<file path="src/rtl/banco_registradores_mp_pkg.sv">
// Shared constants for the multi-port MIPS register file and its scoreboard.
package regfile_pkg;

  localparam int DEF_DATA_WIDTH = 32;
  localparam int DEF_NUM_REGS   = 32;
  localparam int DEF_NUM_READ   = 2;

  // Register 0 is hardwired to zero and can never be reserved.
  localparam int REG_ZERO  = 0;
  localparam int WR_PORT0  = 0;
  localparam int WR_PORT1  = 1;
  localparam int NUM_WRITE = 2;

endpackage

</file>
<file path="src/rtl/banco_registradores_mp_if.sv">
// Decode/writeback bus of the register file: read ports, write ports, reservations and debug dump.
interface banco_registradores_mp_if
  import regfile_pkg::*;
#(
  parameter int DATA_WIDTH = DEF_DATA_WIDTH,
  parameter int NUM_REGS   = DEF_NUM_REGS,
  parameter int NUM_READ   = DEF_NUM_READ,
  parameter int ADDR_WIDTH = $clog2(NUM_REGS)
);

  logic [NUM_READ*ADDR_WIDTH-1:0]  rd_addr;
  logic [NUM_READ*DATA_WIDTH-1:0]  rd_data;
  logic [NUM_READ-1:0]             rd_busy;
  logic [NUM_WRITE-1:0]            wr_en;
  logic [NUM_WRITE*ADDR_WIDTH-1:0] wr_addr;
  logic [NUM_WRITE*DATA_WIDTH-1:0] wr_data;
  logic                            rsv_en;
  logic [ADDR_WIDTH-1:0]           rsv_addr;
  logic [NUM_REGS*DATA_WIDTH-1:0]  dump;
  logic [ADDR_WIDTH:0]             pending_count;

  modport master (
    output rd_addr, wr_en, wr_addr, wr_data, rsv_en, rsv_addr,
    input  rd_data, rd_busy, dump, pending_count
  );

  modport slave (
    input  rd_addr, wr_en, wr_addr, wr_data, rsv_en, rsv_addr,
    output rd_data, rd_busy, dump, pending_count
  );

endinterface

</file>
<file path="src/rtl/banco_registradores_mp_scoreboard.sv">
// Pending-write scoreboard: one busy bit per register plus a registered population count.
module regfile_scoreboard
  import regfile_pkg::*;
#(
  parameter int NUM_REGS   = DEF_NUM_REGS,
  parameter int ADDR_WIDTH = $clog2(NUM_REGS)
) (
  input  logic                            clock,
  input  logic                            reset_n,
  input  logic [NUM_WRITE-1:0]            i_wr_en,
  input  logic [NUM_WRITE*ADDR_WIDTH-1:0] i_wr_addr,
  input  logic                            i_rsv_en,
  input  logic [ADDR_WIDTH-1:0]           i_rsv_addr,
  output logic [NUM_REGS-1:0]             o_busy,
  output logic [ADDR_WIDTH:0]             o_pending_count
);

  logic [NUM_REGS-1:0] r_busy;
  logic [ADDR_WIDTH:0] r_count;
  logic [NUM_REGS-1:0] w_busy_next;
  logic [ADDR_WIDTH:0] w_count_next;

  // Writes retire a producer, then a same-cycle reservation re-arms it (newer producer wins).
  always_comb begin
    w_busy_next = r_busy;
    for (int p = 0; p < NUM_WRITE; p++) begin
      if (i_wr_en[p] && (i_wr_addr[p*ADDR_WIDTH +: ADDR_WIDTH] != ADDR_WIDTH'(REG_ZERO)))
        w_busy_next[i_wr_addr[p*ADDR_WIDTH +: ADDR_WIDTH]] = 1'b0;
    end
    if (i_rsv_en && (i_rsv_addr != ADDR_WIDTH'(REG_ZERO)))
      w_busy_next[i_rsv_addr] = 1'b1;
    w_busy_next[REG_ZERO] = 1'b0;
  end

  always_comb begin
    w_count_next = '0;
    for (int i = 0; i < NUM_REGS; i++)
      w_count_next = w_count_next + {{ADDR_WIDTH{1'b0}}, w_busy_next[i]};
  end

  always_ff @(posedge clock or negedge reset_n) begin
    if (!reset_n) begin
      r_busy  <= '0;
      r_count <= '0;
    end else begin
      r_busy  <= w_busy_next;
      r_count <= w_count_next;
    end
  end

  assign o_busy          = r_busy;
  assign o_pending_count = r_count;

endmodule

</file>
<file path="src/rtl/banco_registradores_mp.sv">
// Multi-port register file for the pipelined MIPS datapath: two prioritised write ports,
// optional write-through bypass on every read port, and a RAW-hazard scoreboard.
module banco_registradores_mp
  import regfile_pkg::*;
#(
  parameter int DATA_WIDTH = DEF_DATA_WIDTH,
  parameter int NUM_REGS   = DEF_NUM_REGS,
  parameter int ADDR_WIDTH = $clog2(NUM_REGS),
  parameter int NUM_READ   = DEF_NUM_READ,
  parameter int BYPASS     = 1
) (
  input  logic                     clock,
  input  logic                     reset_n,
  banco_registradores_mp_if.slave  bus
);

  logic [DATA_WIDTH-1:0]          r_regs [NUM_REGS];
  logic [NUM_REGS-1:0]            w_busy;
  logic [NUM_READ*DATA_WIDTH-1:0] w_rd_data;
  logic [NUM_READ-1:0]            w_rd_busy;

  regfile_scoreboard #(
    .NUM_REGS   (NUM_REGS),
    .ADDR_WIDTH (ADDR_WIDTH)
  ) u_scoreboard (
    .clock           (clock),
    .reset_n         (reset_n),
    .i_wr_en         (bus.wr_en),
    .i_wr_addr       (bus.wr_addr),
    .i_rsv_en        (bus.rsv_en),
    .i_rsv_addr      (bus.rsv_addr),
    .o_busy          (w_busy),
    .o_pending_count (bus.pending_count)
  );

  // Port 1 is applied after port 0 so it wins a same-address collision.
  always_ff @(posedge clock or negedge reset_n) begin
    if (!reset_n) begin
      for (int i = 0; i < NUM_REGS; i++)
        r_regs[i] <= '0;
    end else begin
      if (bus.wr_en[WR_PORT0] &&
          (bus.wr_addr[WR_PORT0*ADDR_WIDTH +: ADDR_WIDTH] != ADDR_WIDTH'(REG_ZERO)))
        r_regs[bus.wr_addr[WR_PORT0*ADDR_WIDTH +: ADDR_WIDTH]] <=
          bus.wr_data[WR_PORT0*DATA_WIDTH +: DATA_WIDTH];
      if (bus.wr_en[WR_PORT1] &&
          (bus.wr_addr[WR_PORT1*ADDR_WIDTH +: ADDR_WIDTH] != ADDR_WIDTH'(REG_ZERO)))
        r_regs[bus.wr_addr[WR_PORT1*ADDR_WIDTH +: ADDR_WIDTH]] <=
          bus.wr_data[WR_PORT1*DATA_WIDTH +: DATA_WIDTH];
    end
  end

  // Bypass scans write ports in ascending order so port 1 overrides port 0.
  always_comb begin
    w_rd_data = '0;
    w_rd_busy = '0;
    for (int k = 0; k < NUM_READ; k++) begin
      w_rd_data[k*DATA_WIDTH +: DATA_WIDTH] = r_regs[bus.rd_addr[k*ADDR_WIDTH +: ADDR_WIDTH]];
      w_rd_busy[k] = w_busy[bus.rd_addr[k*ADDR_WIDTH +: ADDR_WIDTH]];
      if (BYPASS != 0) begin
        for (int p = 0; p < NUM_WRITE; p++) begin
          if (bus.wr_en[p] &&
              (bus.wr_addr[p*ADDR_WIDTH +: ADDR_WIDTH] == bus.rd_addr[k*ADDR_WIDTH +: ADDR_WIDTH]) &&
              (bus.rd_addr[k*ADDR_WIDTH +: ADDR_WIDTH] != ADDR_WIDTH'(REG_ZERO))) begin
            w_rd_data[k*DATA_WIDTH +: DATA_WIDTH] = bus.wr_data[p*DATA_WIDTH +: DATA_WIDTH];
            w_rd_busy[k] = 1'b0;
          end
        end
      end
    end
  end

  assign bus.rd_data = w_rd_data;
  assign bus.rd_busy = w_rd_busy;

  for (genvar i = 0; i < NUM_REGS; i++) begin : g_dump
    assign bus.dump[i*DATA_WIDTH +: DATA_WIDTH] = r_regs[i];
  end

endmodule
</file>
<file path="src/flat_wrapper.sv">
// flat-port wrapper written by rule: the top's interface ports become plain ports
module banco_registradores_mp_flat import regfile_pkg::*;
#(
  parameter int DATA_WIDTH = DEF_DATA_WIDTH,
  parameter int NUM_REGS   = DEF_NUM_REGS,
  parameter int ADDR_WIDTH = $clog2(NUM_REGS),
  parameter int NUM_READ   = DEF_NUM_READ,
  parameter int BYPASS     = 1
)
  (clock, reset_n, bus_rd_addr, bus_wr_en, bus_wr_addr, bus_wr_data, bus_rsv_en, bus_rsv_addr, bus_rd_data, bus_rd_busy, bus_dump, bus_pending_count);
  banco_registradores_mp_if #(.DATA_WIDTH(DATA_WIDTH), .NUM_REGS(NUM_REGS), .NUM_READ(NUM_READ), .ADDR_WIDTH(ADDR_WIDTH)) bus_i ();
  input  logic clock;
  input  logic reset_n;
  input wire logic [$bits(bus_i.rd_addr)-1:0] bus_rd_addr;
  input wire logic [$bits(bus_i.wr_en)-1:0] bus_wr_en;
  input wire logic [$bits(bus_i.wr_addr)-1:0] bus_wr_addr;
  input wire logic [$bits(bus_i.wr_data)-1:0] bus_wr_data;
  input wire logic [$bits(bus_i.rsv_en)-1:0] bus_rsv_en;
  input wire logic [$bits(bus_i.rsv_addr)-1:0] bus_rsv_addr;
  output wire logic [$bits(bus_i.rd_data)-1:0] bus_rd_data;
  output wire logic [$bits(bus_i.rd_busy)-1:0] bus_rd_busy;
  output wire logic [$bits(bus_i.dump)-1:0] bus_dump;
  output wire logic [$bits(bus_i.pending_count)-1:0] bus_pending_count;
  assign bus_i.rd_addr = bus_rd_addr;
  assign bus_i.wr_en = bus_wr_en;
  assign bus_i.wr_addr = bus_wr_addr;
  assign bus_i.wr_data = bus_wr_data;
  assign bus_i.rsv_en = bus_rsv_en;
  assign bus_i.rsv_addr = bus_rsv_addr;
  assign bus_rd_data = bus_i.rd_data;
  assign bus_rd_busy = bus_i.rd_busy;
  assign bus_dump = bus_i.dump;
  assign bus_pending_count = bus_i.pending_count;
  banco_registradores_mp #(.DATA_WIDTH(DATA_WIDTH), .NUM_REGS(NUM_REGS), .ADDR_WIDTH(ADDR_WIDTH), .NUM_READ(NUM_READ), .BYPASS(BYPASS)) u_core (.clock(clock), .reset_n(reset_n), .bus(bus_i));
endmodule
</file>
<file path="config.mk">
export PLATFORM = sky130hd
export DESIGN_NAME = banco_registradores_mp_flat
export DESIGN_NICKNAME = d
export VERILOG_FILES = /design/src/rtl/banco_registradores_mp_pkg.sv /design/src/rtl/banco_registradores_mp_if.sv /design/src/rtl/banco_registradores_mp_scoreboard.sv /design/src/rtl/banco_registradores_mp.sv /design/src/flat_wrapper.sv
export SDC_FILE = /design/constraint.sdc
export NUM_CORES = 2
export LEC_CHECK = 0
export CAP_MARGIN = 20
export CELL_PAD_IN_SITES_DETAIL_PLACEMENT = 0
export CELL_PAD_IN_SITES_GLOBAL_PLACEMENT = 1
export CORE_AREA = 5 5 462 464
export DETAILED_ROUTE_END_ITERATION = 12
export DIE_AREA = 0 0 467 469
export PLACE_DENSITY_LB_ADDON = 0.1
export SYNTH_ARGS = -nofsm -noshare
export SYNTH_HDL_FRONTEND = slang
export SYNTH_SLANG_ARGS = --single-unit
</file>
<file path="constraint.sdc">
create_clock -name clock -period 5.3 [get_ports clock]
set_input_delay 1.06 -clock clock [delete_from_list [all_inputs] [get_ports clock]]
set_output_delay 1.06 -clock clock [all_outputs]
set_load 0.01 [all_outputs]
</file>
**After elaboration in Yosys (flattened, before gate mapping)**

Cells that the tools add are included.

- Bits in registers: 1061
- Input port bits: 94
- Output and inout port bits: 1096

- Add/sub/neg operators: 30
- Order comparisons: 14
- Equality and inequality tests: 4
- Muxes and demuxes: 35
- Bitwise operators: 9
- Reduce and logical (&&, ||, !) cells: 21

Operators by type and width:

| cell | count |
|---|---|
| $bwmux 1024 | 2 |
| $mux 1024 | 2 |
| $mux 32 | 13 |
| $bmux 32 s5 | 2 |
| $demux 32 s5 | 2 |
| $add 6x1->6 | 25 |
| $and 32x32->32 | 2 |
| $not 32->32 | 2 |
| $or 32x32->32 | 1 |
| $lt 5x6->1 const B | 5 |
| $reduce_bool 5->1 | 5 |
| $ge 6x6->1 const B | 4 |
| $not 5->6 | 4 |
| $eq 5x5->1 | 4 |
| $logic_and 1x1->1 | 16 |
| $demux 1 s5 | 3 |
| $ge 5x1->1 const B | 3 |
| $lt 6x1->1 const B | 2 |
| $bmux 1 s5 | 2 |
| $mux 1 | 9 |
| $add 5x1->6 | 1 |
| $add 4x1->5 | 1 |
| $add 3x1->4 | 1 |
| $add 2x1->3 | 1 |
| $add 1x1->2 | 1 |

**Longest topological paths before layout**

- Word-level depth: 41
- Depth in mapped cells: 22
- Depth with buffers taken out: 20

**Cells and area by module**

From an unflattened synthesis, not the netlist that was laid out.

- Cells, all modules: 6398
- Area, all modules: 67676.2 um^2

By module, submodules not included:

| module | times used | cells an instance | area an instance (um^2) | sequential area each (um^2) |
|---|---|---|---|---|
| banco_registradores_mp | 1 | 6156 | 64973.6 | 25624.6 |
| regfile_scoreboard | 1 | 242 | 2702.6 | 925.9 |

**Worst setup path before layout**

OpenSTA, ideal clock, no wires.

- Path type: in2reg
- From: input bus_wr_addr[1]
- To: register u_core.u_scoreboard.r_count[4] (netlist: u_core.u_scoreboard.o_pending_count[4])
- Arrival time: 7.086 ns
- Required time: 5.220 ns
- Slack: -1.866 ns
- Stages on the path: 22
- Cell sequence: clkbuf_1 -> nor2_1 -> a21boi_1 -> or4b_1 -> clkbuf_1 -> buf_2 -> a32o_1 -> fa_1 -> inv_1 -> fa_1 -> fa_1 -> inv_1 -> fa_1 -> inv_1 -> fa_1 -> fa_1 -> inv_1 -> fa_1 -> fa_1 -> a21o_1 -> a21oi_1 -> xnor2_1

- Elaborated cells on any way between the ends: 44

RTL lines:

| item | RTL line | source |
|---|---|---|
| from (decl) | flat_wrapper.sv:16 | `input wire logic [$bits(bus_i.wr_addr)-1:0] bus_wr_addr;` |
| $lt 5x6->1 (not written as such) / $ge 5x1->1 (equally long branches) | banco_registradores_mp_scoreboard.sv:28 | `w_busy_next[i_wr_addr[p*ADDR_WIDTH +: ADDR_WIDTH]] = 1'b0;` |
| $logic_and 1x1->1 (not written as such) | banco_registradores_mp_scoreboard.sv:28 |  |
| $mux 1 (not written as such) | banco_registradores_mp_scoreboard.sv:28 |  |
| $demux 1 s5 | banco_registradores_mp_scoreboard.sv:28 |  |
| $not 32->32 (no line) | -- |  |
| $and 32x32->32 (no line) | -- |  |
| $mux 32 * | banco_registradores_mp_scoreboard.sv:27 | `if (i_wr_en[p] && (i_wr_addr[p*ADDR_WIDTH +: ADDR_WIDTH] != ADDR_WIDTH'(REG_ZERO)))` |
| $and 32x32->32 (no line) | -- |  |
| $mux 32 * | banco_registradores_mp_scoreboard.sv:27 |  |
| $or 32x32->32 (no line) | -- |  |
| $mux 32 * | banco_registradores_mp_scoreboard.sv:30 | `if (i_rsv_en && (i_rsv_addr != ADDR_WIDTH'(REG_ZERO)))` |
| named net u_core.u_scoreboard.w_busy_next[20] | banco_registradores_mp_scoreboard.sv:20 | `logic [NUM_REGS-1:0] w_busy_next;` |
| $add 6x1->6 * (12 in a row) | banco_registradores_mp_scoreboard.sv:38 | `w_count_next = w_count_next + {{ADDR_WIDTH{1'b0}}, w_busy_next[i]};` |
| named net u_core.u_scoreboard.w_count_next[4] | banco_registradores_mp_scoreboard.sv:21 | `logic [ADDR_WIDTH:0] w_count_next;` |
| to (signal assigned) | banco_registradores_mp_scoreboard.sv:47 | `r_count <= w_count_next;` |
| to (decl) | banco_registradores_mp_scoreboard.sv:19 | `logic [ADDR_WIDTH:0] r_count;` |

Mark *: on every way through the listed nets, which the timed path passes. The rest lies on a longest branch.

**Final worst setup path**

- From: input bus_wr_en[0]
- To: register u_core.u_scoreboard.r_count[4] (netlist: u_core.u_scoreboard.o_pending_count[4])

- Elaborated cells on any way between the ends: 36

RTL lines:

| item | RTL line | source |
|---|---|---|
| from (decl) | flat_wrapper.sv:15 | `input wire logic [$bits(bus_i.wr_en)-1:0] bus_wr_en;` |
| $logic_and 1x1->1 * | banco_registradores_mp_scoreboard.sv:27 |  |
| $mux 32 * | banco_registradores_mp_scoreboard.sv:27 |  |
| $and 32x32->32 (no line) | -- |  |
| $mux 32 * | banco_registradores_mp_scoreboard.sv:27 |  |
| $or 32x32->32 (no line) | -- |  |
| $mux 32 * | banco_registradores_mp_scoreboard.sv:30 |  |
| named net u_core.u_scoreboard.w_busy_next[20] | banco_registradores_mp_scoreboard.sv:20 |  |
| $add 6x1->6 * (12 in a row) | banco_registradores_mp_scoreboard.sv:38 |  |
| named net u_core.u_scoreboard.w_count_next[4] | banco_registradores_mp_scoreboard.sv:21 |  |

Marked as above.

==> reports/results.txt <==
combinational share of power - 42.1%
largest net degree at the start of global routing - 119
row cnt - 168
mean number of vias per cell - 6.25
die width - 467 um
DR DRC count - 0
Req. time, crit path - 6.02 ns
DRT antenna net count - 0
most common cell after layout, fill and taps aside - clkdlybuf4s50_1
Power Total - 40.4 mW
Die Span Y - 469 um
clock slew at reported path FFs - 0.06 ns
Worst Skew - 0.0198 ns
RSZ-0062 raised after global routing - yes
Post-synth ARST share - 100%
max-slew violations - 0
final clock period utilization by the worst path - 111%
Max-Cap Viols - 0
share of layout cells above drive strength 1 - 17.1%
clock share of power - 23.6%
most frequent cells in the layout - clkdlybuf4s50_1 (1138), mux2i_1 (1068), dfrtp_1 (1061)
Net Switching - 16.5 mW
first-pass GRT wire length - 625000 um
Final Hold Viols - 0
dpl hpwl - 346000 um
Worst Max-Slew Pin Slew - 1.21 ns
Avg Inst Size Synth - 9.48 um^2
worst relative slew slack - 19.2%
Vias - 70100
critical path fanouts, max - 2
Max Freq - 0.170 GHz
part of the Yosys area used for sequential elements - 38.8%
Util after Layout - 43.5%
CTS Buffer Depth - 3
Initial Util - 32.7%
nets - 8418
PortBufs - 1189
CTS tree - built
number of synthesized flops with an enable pin - 0
Crit path largest cell delay - 0.52 ns
vias in the first global route - 64200
CTS sink cnt - 1061
area grow syn2layout - 32.9%
Clock Latency Late Sink - 0.82 ns
Total GRT Usage - 41.8%
Crit. End Element - flip-flop
PwrDens - 445 nW/um^2
Cells after Synth - 7213
CTS H-tree depth - 4
placer congestion estimate - 0.998
sequential power share - 34.3%
Worst setup SP type - primary input
cell taking the most area after synthesis - dfrtp_1
WL final - 476000 um
CTS Hold Bufs - 0
design area - 90800 um^2
Mapped Nets - 7337
dominant synthesized flop cell - dfrtp_1
Int Pwr - 23.9 mW
Syn Std Cell Area - 68300 um^2
antenna violations before repair - 44
Crit path arrival time - 6.62 ns
Post-DP Area - 86000 um^2
# setup viols final - 10
total CTS buffers - 140
CP Cell Sequence - buf_2, buf_6, a21boi_4, or4b_4, a32o_2, fa_1, inv_2, fa_2, fa_1, inv_2, fa_1, inv_1, fa_1, fa_1, inv_1, fa_2, fa_2, a21o_1, a21oi_2, xnor2_1
IO Pins - 1190
Die Area - 219000 um^2
leakage power figure - 38.9 nW
Hold Path Class - primary input to async pin
sw frac - 40.8%
Worst Setup Slack, final - -0.595 ns
CP most frequent cell - fa_1
fin crit period - 5.90 ns
critical setup path kind - primary input to flip-flop
top post-synthesis cells by area - dfrtp_1 (39%), mux2i_1 (16%), mux4_2 (11%)
CORE AREA - 209000 um^2
post-synth top area share - 38.8%
#FFs+latches synth - 1061
synth unique cells - 70
total grt overflow - 0
Routed wire per std cell - 42.4 um
Worst IR Drop VDD - 0.00113 V
failing checks - negative setup slack
Pre-antenna DRT Iters - 8
Root Buffer - clkbuf_16
status - finished, violations left
Slowest-stage cell, CP - fa_1
First DRT Iteration DRCs - 10700
Synthesis Warnings - 0
## cells in the mapped netlist (12+ instances only)
cell type,n
a2111oi_0,27
a211oi_1,13
a21oi_1,767
a221o_1,40
a221oi_1,67
a22oi_1,12
a31oi_1,21
a32o_1,25
a32oi_1,57
and2_1,15
buf_1,89
buf_2,145
buf_4,22
buf_6,14
clkbuf_1,593
clkbuf_2,14
clkinv_1,13
dfrtp_1,1061
fa_1,23
inv_1,49
mux2_2,58
mux2i_1,1068
mux4_2,332
nand2_1,763
nand2b_1,16
nand3_1,33
nand4_1,23
nor2_1,843
nor2b_1,17
nor3_1,51
nor4_1,14
o211ai_1,25
o21ai_0,634
o21ai_1,23
o221ai_1,25
o22ai_1,47
o31ai_1,32
or3_1,24
xnor2_1,22
## sequential cells by signal (all words and copies together), names as in the netlist
register                             cells
u_core.u_scoreboard.o_pending_count      6
u_core.bus.dump                       1024
u_core.u_scoreboard.o_busy              31
## power by group through the flow
| stage | Combinational [mW] | Sequential [mW] | Clock [mW] |
|---|---|---|---|
| 4_1_cts | 16.9 | 13.7 | 9.61 |
| 3_3_place_gp | 16.7 | 13.7 | 0 |
| 2_1_floorplan | 6.72 | 12.9 | 0 |
| 5_1_grt | 18.0 | 13.9 | 9.92 |
| 6_report | 17.0 | 13.9 | 9.56 |
| 3_5_place_dp | 16.7 | 13.7 | 0 |
## layout make-up
class                      instances  area (um^2)
clock buffer                     197         4020
clock inverter                    46          377
sequential                      1061        26600
inverter                          63          245
multi-input combinational       5205        38500
fill                           20100       118000
antenna                           19         47.5
tap                             2805         3510
timing repair buffer            1823        17500
## cells by family (layout without fill, tap and decap cells)
logic type               count (synthesis)  in the layout  synth area share [%]
flip-flops                            1061           1061                  38.8
adder cells (fa/ha/maj)                 30             30                 0.802
AO/OA/AOI/OAI                         1837           1837                  15.5
AND/OR/NAND/NOR                       1857           1857                  11.1
XOR/XNOR                                23             23                 0.295
buffers and inverters                  947           2129                  5.93
other                                    0             19                     0
multiplexers                          1458           1458                  27.5
## per-layer routing
metal | track usage [%] | vias up | wire length [um]
met1 | 58.1 | 35900 | 197000
met5 | 0 | - | 107
met2 | 58.0 | 5086 | 192000
met3 | 13.5 | 881 | 57300
li1 | - | 28200 | -
met4 | 21.1 | 18 | 29500
## critical path: cells and delay by family
family                   cells  cell delay (ns)
AO/OA/AOI/OAI                4             0.84
XOR/XNOR                     1             0.14
adder cells (fa/ha/maj)      8             3.65
buffers and inverters        6             0.43
AND/OR/NAND/NOR              1             0.49
## metrics by stage
stage / setup slack (ns) / TNS, ns / std cells / hold slack, ns
after global placement: -2.08 / -14.02 / 10900 / 0.423
after CTS: -0.787 / -3.18 / 11200 / 0.289
after global routing: -0.727 / -2.89 / 11200 / 0.305
after detailed placement: -2.07 / -14.91 / 10900 / 0.426
after floorplan: -1.37 / -6.63 / 7213 / 0.522
final: -0.595 / -2.50 / 11200 / 0.291
## final timing paths
path	startpoint	endpoint	slack, ns	depth (start not counted)
setup / recovery	bus_wr_en[0]	u_core.u_scoreboard.o_pending_count[4]	-0.60	20
hold / removal	reset_n	u_core.bus.dump[479]	0.29	1
setup reg to reg	u_core.u_scoreboard.o_busy[14]	u_core.u_scoreboard.o_pending_count[4]	0.12	16
hold reg to reg	u_core.bus.dump[4]	u_core.bus.dump[4]	0.44	0
max in group asynchronous	reset_n	u_core.bus.dump[129]	3.62	2
min in group clock	u_core.bus.dump[4]	u_core.bus.dump[4]	0.44	0
## what timing repair did
item / in CTS / in global routing
endpoints found under the setup margin: 41 / 14
gates resized for setup: 69 / 47
pin swaps: 20 / 31
buffers inserted: 7 / 15
gates cloned: 0 / 0
Note: power is estimated with default switching activity, not from simulation.
